## src/rtl/spi_target.sv

```systemverilog
// spi_target: SPI mode-0 target engine, MSB first, 8-bit frames.
// The host's SCK, MOSI and CS_n are oversampled in the clk domain. A single-byte
// TX holding register and a single-byte RX holding register face the register side.
// Sticky overrun/underrun flags report lost data.
//
// Ports:
//   clk, rst                 system clock, asynchronous active-high reset
//   spi_sck/mosi/cs_n        host pins (asynchronous to clk)
//   spi_miso, spi_miso_oe    target data out and its output enable
//   txdata, txwrite, txempty TX holding register write port and status
//   rxdata, rxavail, rxread  RX holding register and its read handshake
//   err_clear, overrun, underrun  sticky error flags and their clear
//   selected, busy           link status
module spi_target #(
    parameter int unsigned SYNC_STAGES   = 2,
    parameter logic [7:0]  UNDERRUN_BYTE = 8'hFF
) (
    input  logic       clk,
    input  logic       rst,
    input  logic       spi_sck,
    input  logic       spi_mosi,
    input  logic       spi_cs_n,
    output logic       spi_miso,
    output logic       spi_miso_oe,
    input  logic [7:0] txdata,
    input  logic       txwrite,
    output logic       txempty,
    output logic [7:0] rxdata,
    output logic       rxavail,
    input  logic       rxread,
    input  logic       err_clear,
    output logic       overrun,
    output logic       underrun,
    output logic       selected,
    output logic       busy
);

    localparam int unsigned BYTE_W = 8;
    localparam int unsigned CNT_W  = 4;
    localparam logic [CNT_W-1:0] LAST_BIT = CNT_W'(BYTE_W - 1);
    localparam logic [CNT_W-1:0] FULL_CNT = CNT_W'(BYTE_W);

    typedef enum logic {
        ST_IDLE,
        ST_SHIFT
    } state_t;

    // Pin synchronizers; CS_n resets to the deselected level.
    logic [SYNC_STAGES-1:0] sck_sync;
    logic [SYNC_STAGES-1:0] mosi_sync;
    logic [SYNC_STAGES-1:0] cs_n_sync;

    always_ff @(posedge clk or posedge rst) begin
        if (rst) begin
            sck_sync  <= '0;
            mosi_sync <= '0;
            cs_n_sync <= '1;
        end else begin
            sck_sync  <= {sck_sync[SYNC_STAGES-2:0], spi_sck};
            mosi_sync <= {mosi_sync[SYNC_STAGES-2:0], spi_mosi};
            cs_n_sync <= {cs_n_sync[SYNC_STAGES-2:0], spi_cs_n};
        end
    end

    logic sck_s;
    logic mosi_s;
    logic cs_n_s;

    assign sck_s  = sck_sync[SYNC_STAGES-1];
    assign mosi_s = mosi_sync[SYNC_STAGES-1];
    assign cs_n_s = cs_n_sync[SYNC_STAGES-1];

    // One-cycle-delayed copies for edge detection.
    logic sck_d;
    logic cs_n_d;

    always_ff @(posedge clk or posedge rst) begin
        if (rst) begin
            sck_d  <= 1'b0;
            cs_n_d <= 1'b1;
        end else begin
            sck_d  <= sck_s;
            cs_n_d <= cs_n_s;
        end
    end

    logic sck_rise_c;
    logic sck_fall_c;
    logic cs_fall_c;
    logic cs_rise_c;

    assign sck_rise_c = sck_s & ~sck_d;
    assign sck_fall_c = ~sck_s & sck_d;
    assign cs_fall_c  = ~cs_n_s & cs_n_d;
    assign cs_rise_c  = cs_n_s & ~cs_n_d;

    // Engine state.
    state_t             state;
    logic [CNT_W-1:0]   bitcnt;
    logic [BYTE_W-1:0]  tx_shift;
    logic [BYTE_W-2:0]  rx_shift;
    logic [BYTE_W-1:0]  tx_hold;

    state_t             state_n;
    logic [CNT_W-1:0]   bitcnt_n;
    logic [BYTE_W-1:0]  tx_shift_n;
    logic [BYTE_W-2:0]  rx_shift_n;
    logic [BYTE_W-1:0]  tx_hold_n;
    logic               txempty_n;
    logic [BYTE_W-1:0]  rxdata_n;
    logic               rxavail_n;
    logic               overrun_n;
    logic               underrun_n;
    logic               oe_n;
    logic               selected_n;
    logic               busy_n;
    logic               load_c;

    always_ff @(posedge clk or posedge rst) begin
        if (rst) begin
            state       <= ST_IDLE;
            bitcnt      <= '0;
            tx_shift    <= '0;
            rx_shift    <= '0;
            tx_hold     <= '0;
            txempty     <= 1'b1;
            rxdata      <= '0;
            rxavail     <= 1'b0;
            overrun     <= 1'b0;
            underrun    <= 1'b0;
            spi_miso_oe <= 1'b0;
            selected    <= 1'b0;
            busy        <= 1'b0;
        end else begin
            state       <= state_n;
            bitcnt      <= bitcnt_n;
            tx_shift    <= tx_shift_n;
            rx_shift    <= rx_shift_n;
            tx_hold     <= tx_hold_n;
            txempty     <= txempty_n;
            rxdata      <= rxdata_n;
            rxavail     <= rxavail_n;
            overrun     <= overrun_n;
            underrun    <= underrun_n;
            spi_miso_oe <= oe_n;
            selected    <= selected_n;
            busy        <= busy_n;
        end
    end

    // Next-state and datapath. Register-side strobes are applied first so that
    // engine events (byte completion, flag sets, loads) override them.
    always_comb begin
        state_n    = state;
        bitcnt_n   = bitcnt;
        tx_shift_n = tx_shift;
        rx_shift_n = rx_shift;
        tx_hold_n  = tx_hold;
        txempty_n  = txempty;
        rxdata_n   = rxdata;
        rxavail_n  = rxavail;
        overrun_n  = overrun;
        underrun_n = underrun;
        oe_n       = spi_miso_oe;
        load_c     = 1'b0;

        if (txwrite) begin
            tx_hold_n = txdata;
            txempty_n = 1'b0;
        end
        if (rxread) begin
            rxavail_n = 1'b0;
        end
        if (err_clear) begin
            overrun_n  = 1'b0;
            underrun_n = 1'b0;
        end

        case (state)
            ST_IDLE: begin
                if (cs_fall_c) begin
                    state_n  = ST_SHIFT;
                    bitcnt_n = '0;
                    oe_n     = 1'b1;
                    load_c   = 1'b1;
                end
            end
            ST_SHIFT: begin
                if (cs_rise_c) begin
                    // Deselect abandons any partial byte in either direction.
                    state_n  = ST_IDLE;
                    bitcnt_n = '0;
                    oe_n     = 1'b0;
                end else if (sck_rise_c && (bitcnt != FULL_CNT)) begin
                    rx_shift_n = {rx_shift[BYTE_W-3:0], mosi_s};
                    bitcnt_n   = bitcnt + CNT_W'(1);
                    if (bitcnt == LAST_BIT) begin
                        rxdata_n  = {rx_shift, mosi_s};
                        rxavail_n = 1'b1;
                        if (rxavail && !rxread) begin
                            overrun_n = 1'b1;
                        end
                    end
                end else if (sck_fall_c) begin
                    if (bitcnt == FULL_CNT) begin
                        bitcnt_n = '0;
                        load_c   = 1'b1;
                    end else begin
                        tx_shift_n = {tx_shift[BYTE_W-2:0], 1'b0};
                    end
                end
            end
            default: begin
                state_n = ST_IDLE;
            end
        endcase

        // Load point: holding register, same-cycle write bypass, or filler byte.
        if (load_c) begin
            if (!txempty) begin
                tx_shift_n = tx_hold;
                txempty_n  = !txwrite;
            end else if (txwrite) begin
                tx_shift_n = txdata;
                txempty_n  = 1'b1;
            end else begin
                tx_shift_n = UNDERRUN_BYTE;
                underrun_n = 1'b1;
            end
        end

        selected_n = ~cs_n_s;
        busy_n     = ~cs_n_s && (bitcnt_n != '0);
    end

    assign spi_miso = tx_shift[BYTE_W-1];

endmodule

```

## config.mk

```make
export PLATFORM = sky130hd
export DESIGN_NAME = spi_target
export DESIGN_NICKNAME = d
export VERILOG_FILES = /design/src/rtl/spi_target.sv
export SDC_FILE = /design/constraint.sdc
export NUM_CORES = 1
export LEC_CHECK = 0
export BUFFER_PORTS_ARGS = -buffer_cell sky130_fd_sc_hd__buf_4
export CAP_MARGIN = 20
export CORE_MARGIN = 10
export CORE_UTILIZATION = 50
export DETAILED_ROUTE_END_ITERATION = 16
export GPL_ROUTABILITY_DRIVEN = 0
export PLACE_DENSITY = 0.8
export SYNTH_ARGS = -nofsm -noshare
export SYNTH_HDL_FRONTEND = slang
export SYNTH_SLANG_ARGS = --single-unit
```

## constraint.sdc

```tcl
create_clock -name clk -period 2.3 [get_ports clk]
set_input_delay 0.345 -clock clk [delete_from_list [all_inputs] [get_ports clk]]
set_output_delay 0.345 -clock clk [all_outputs]
set_load 0.05 [all_outputs]
```

---- Yosys cells after proc, flatten, opt, wreduce, memory -nomap -nowiden ----
Index checks and enable logic that the tools add are counted.
storage, ports and cells
  flip-flop bits (word level) ............. 51
  logic and storage cells ................. 93
  output and inout port bits .............. 16
  input bits .............................. 16
cells by class
  bitwise operators ....................... 10
  muxes and demuxes ....................... 44
  add/subtract/negate cells ............... 1
  reductions and logical operators ........ 12
  equal/unequal tests ..................... 8
operators with widths
  operator                                                         count
  8-bit two-way mux                                                8
  1-bit two-way mux                                                27
  4-bit two-way mux                                                5
  2-bit != test, second input constant                             4
  4-bit one-hot mux with 2 select lines                            1
  1-bit NOT                                                        6
  1-bit one-hot mux with 2 select lines                            3
  5-bit AND reduction                                              1
  4-bit by 1-bit adder with 4-bit output, second input constant    1
  1-bit bitwise AND                                                4
  4-bit by 3-bit == test with 1-bit output, second input constant  1
  4-bit == test, second input constant                             1
  4-bit != test, second input constant                             1
  4-bit AND reduction                                              1
  2-bit nonzero test                                               2
  4-bit nonzero test                                               1
  1-bit logical AND                                                3
  3-bit AND reduction                                              1
  1-bit logical NOT                                                2
  2-bit by 1-bit != test with 1-bit output, second input constant  1
  2-bit AND reduction                                              1

---- Logic depth before layout (Yosys ltp) ----
  depth after elaboration ................. 8
  gate-level depth with buffers ........... 8
  gate-level depth less buffers ........... 7

---- Worst setup path after synthesis ----
No wires, ideal clock.
  path kind ............................... register to register
  from .................................... register cs_n_d
  to ...................................... register rxdata[0]
  arrival ................................. 1,681 ps
  clock period less this slack ............ 1,806 ps
  slack ................................... 494 ps
  data required time ...................... 2,175 ps
  stages on the path, launching flop included .. 6
  library setup time ...................... 125 ps
  buffers on the path ..................... 1
  cells stage by stage .................... dfstp_2 > nand2b_4 > nand2_4 > or4_4 > buf_6 > mux2_4
on the way
  longest elaborated chain between the ends .. 4
RTL lines
  item                           RTL line  text
  from (decl)                    75        logic cs_n_d;
  from (signal assigned)         83        cs_n_d <= cs_n_s;
  1-bit NOT                      95        assign cs_rise_c = cs_n_s & ~cs_n_d;
  1-bit bitwise AND              95
  1-bit NOT (no line)            --
  4-bit AND reduction (no line)  --
  to (signal assigned)           141       rxdata <= rxdata_n;
  to (decl)                      28        output logic [7:0] rxdata,
No other way between the ends.
A chain may end at the register's enable or synchronous reset.

---- Worst setup path in the final report ----
  from .................................... register bitcnt[1]
  to ...................................... register busy
on the way
  longest elaborated chain between the ends .. 8
  elaborated cells on any way between the ends .. 12
  classes of those cells .................. add/sub: 1; eq/ne: 2; mux: 6; reduce/logical: 3
RTL lines
  item                                     RTL line  text
  from (decl)                              99        logic [CNT_W-1:0] bitcnt;
  from (signal assigned)                   136       bitcnt <= bitcnt_n;
  4-bit == test                            205       if (bitcnt == FULL_CNT) begin
  4-bit two-way mux                        205
  4-bit two-way mux                        204       end else if (sck_fall_c) begin
  4-bit two-way mux *                      194       end else if (sck_rise_c && (bitcnt != FULL_CNT)) begin
  4-bit two-way mux *                      189       if (cs_rise_c) begin
  4-bit one-hot mux with 2 select lines *  179       case (state)
  named net bitcnt_n[3]                    105       logic [CNT_W-1:0] bitcnt_n;
  4-bit nonzero test *                     233       busy_n = ~cs_n_s && (bitcnt_n != '0);
  1-bit logical AND *                      233
  named net busy_n                         116       logic busy_n;
  to (signal assigned)                     147       busy <= busy_n;
  to (decl)                                35        output logic busy
The timed path passes the listed nets; every way through them passes the cells marked *.

==> impl_metrics.csv <==
group,metric,value,unit
routing,ant_nets,0,
setup_path,critPathKind,"flop to flop",
synth,synth-async-reset-ratio,100.0,%
routing,vias_per_cell,5.446,
synth,synth_edf_count,0,
routing,firstDrtPassIters,4,
sta,hold_violations,0,
sta,setup_viol,0,
global_routing,antenna_found_initial,0,
final_layout,fin_nets,232,
sta,grt_setup_unrepaired,"no",
synth,yosys.area.top_type_share,53.17,%
global_routing,grtUsageTotal,11.38,%
outcome,status,"finished, final reports clean",
final_layout,final_cells,267,
die,start_util,51.16,%
die,die_height,86.52,µm
setup_path,worstSetupEndpointType,"flop",
setup_path,crit_buf_inv,1,
setup_path,cpPeakStageDelay,420,ps
sta,tns,0,ps
global_routing,grt_pass1_vias,1481,
setup_path,critPathArrivalTime,2120,ps
routing,wl,4059,µm
cts,clkLatencyLatePin,300,ps
synth,yosys_warnings,0,
worst_hold_path,hold_class,"primary input to asynchronous set/reset pin",
cts,postCtsHoldBufs,0,
cts,clk_pin_slew,100,ps
sta,fin_crit_sh,84.22,%
synth,netlist-cell-type-count,39,
sta,slew_headroom,57.24,%
setup_path,cp-start-kind,"flop",
cts,cts_max_level,2,
cts,cts-buffers-inserted,5,
pwr,vdd_drop_max,468.2,µV
placed_design,place_inst,259,
placed_design,pre_cts_slack,400.1,ps
final_layout,final_area,0.002614,mm²
final_layout,most-common-layout-cells,"dfrtp_1, buf_4, mux2_2, nand2_1, nor2_1",
synth,synth_area_per_cell,12.22,µm²
die,design.core.area,0.004324,mm²
setup_path,cp_data_required_time,2480,ps
routing,drc,0,
pwr,powerDensity,801.6,mW/mm²
final_layout,area.growth.synth_to_final,18.16,%
synth,synth-seq-cells,51,
cts,cts_resized,0,
final_layout,num_antenna_cells,0,
sta,fin_ws,362.9,ps
placed_design,place_area,0.002492,mm²
placed_design,dpl.hpwl,3009,µm
global_routing,grt_max_degree,33,
setup_path,path_delay_family,"compound AO/OA/AOI/OAI gates",
sta,tightestPinTransition,640.4,ps
synth,synthTopCellsByArea,"dfrtp_1, mux2_2, mux2_4, dfstp_2, nand3b_1",
global_routing,overflow,0,
sta,fin_skew,8.199,ps
cts,clock_path_buffers,2,
sta,max_clock_freq,516.2,MHz
sta,period_needed,1937,ps
routing,wl_per_cell,15.20,µm
setup_path,cpMaxStageDelayCell,"dfrtp_1",
final_layout,fillerInstances,361,
synth,synth_top_area_cell,"dfrtp_1",
die,floorplan.io_pins,32,
synth,synth_cells,181,
synth,seq_area_frac_synth,57.92,%
routing,vias,1454,
sta,slew_violations,0,
die,rows,24,
final_layout,final_common_cell,"dfrtp_1",
final_layout,final_layout_size_suffix_gt1_share,34.42,%
die,die_area,0.007485,mm²
cts,cts_tree,"built",
cts,cts_sinks,51,
setup_path,worstPathCellList,"inv_1, ha_1, and3b_1, nand2_1, a41o_1, a21o_1, o41a_1",
cts,cts-root-buf,"clkbuf_8",
setup_path,crit_fanout,4,
routing,drt-initial-drc-count,81,
die,die_x,86.52,µm
flow_run,maxCapViolations,0,
cts,post-cts-setup-buffers,0,
synth,synth_area,0.002212,mm²
pwr,p_leak,1.241,nW
synth,synthFlopType,"dfrtp_1",
global_routing,grt_pass1_wl,6927,µm
placed_design,portBuffers,31,
synth,synthesis.nets,199,
==> stage by stage <==
step | total power, mW | utilization, % | hold slack [ps]
final | 2.095 | 60.45 | 117.9
after global routing | 2.198 | 60.45 | 126.2
after CTS | 2.118 | 60.45 | 134.2
after detailed placement | 1.459 | 57.64 | 335.5
after global placement | 1.435 | 57.64 | 331.8
after floorplan | 1.349 | - | 331.2
==> worst paths after layout <==
check	startpoint	to	slack, ps	cells after the start
worst max-delay path	bitcnt[1]	busy	360	7
worst min-delay path	rst	rxdata[6]	120	2
worst max register to register	bitcnt[1]	busy	360	7
worst min register to register	sck_sync[0]	sck_sync[1]	350	0
max in group asynchronous	rst	txempty	1500	3
min in group clk	spi_mosi	mosi_sync[0]	140	1
==> metal layers <==
metal | vias to the layer above | GRT usage [%] | part of all wire (%)
met4 | 0 | 4.566 | 1.1
met5 | - | 0 | 0
met1 | 696 | 13.58 | 45
met2 | 39 | 18.59 | 49
li1 | 714 | - | -
met3 | 5 | 3.565 | 5.0
==> cells in the mapped netlist (2+ instances only) <==
| cell type | number |
|---|---|
| dfrtp_1 | 47 |
| o21ai_0 | 4 |
| clkbuf_1 | 3 |
| nand2b_1 | 2 |
| mux2_4 | 8 |
| nor2b_1 | 3 |
| nand3b_1 | 8 |
| o22ai_1 | 3 |
| nor2_1 | 10 |
| o221ai_1 | 2 |
| o211ai_1 | 6 |
| buf_1 | 2 |
| a31oi_1 | 7 |
| mux2_2 | 16 |
| buf_2 | 2 |
| a21oi_1 | 4 |
| a21o_1 | 4 |
| inv_1 | 10 |
| ha_1 | 2 |
| dfstp_2 | 4 |
| nand2_1 | 15 |
| nand4_1 | 2 |
==> worst reg2reg max path: stages (launching register included) <==
cell and delay [ps]:
dfrtp_1 420, inv_1 100, ha_1 170, and3b_1 260, nand2_1 80, a41o_1 220, a21o_1 180, o41a_1 400
==> power by group <==
| group | internal (mW) | switching, mW | total (mW) | leakage, nW |
|---|---|---|---|---|
| clock network | 0.358 | 0.299 | 0.657 | 0.0618 |
| logic | 0.148 | 0.175 | 0.322 | 0.551 |
| registers | 1.02 | 0.0916 | 1.12 | 0.628 |
==> sequential cells by signal, summed over array words and instances (netlist names), 2 cells and up <==
register   count
rxdata         8
tx_hold        8
tx_shift       8
rx_shift       7
bitcnt         4
cs_n_sync      2
mosi_sync      2
sck_sync       2
==> area by class of cell <==
cell class / instances / area [µm²] / area share, %
flip-flops and latches: 51 / 1281 / 49.02
multi-input cells: 112 / 853.3 / 32.65
repair buffers: 34 / 255.2 / 9.765
clock buffers: 6 / 82.58 / 3.159
well taps: 52 / 65.06 / 2.489
clock inverters: 2 / 38.79 / 1.484
inverters: 10 / 37.54 / 1.436
==> logic make-up (layout without fill, tap and decap cells) <==
family,after synthesis,after routing,synth area share [%]
simple gates,50,50,12.56
compound gates,36,36,11.31
flops,51,51,57.92
buf+inv,18,52,3.507
mux,24,24,13.57
fa+ha+maj,2,2,1.131
Note: power is estimated with default switching activity, not from simulation.
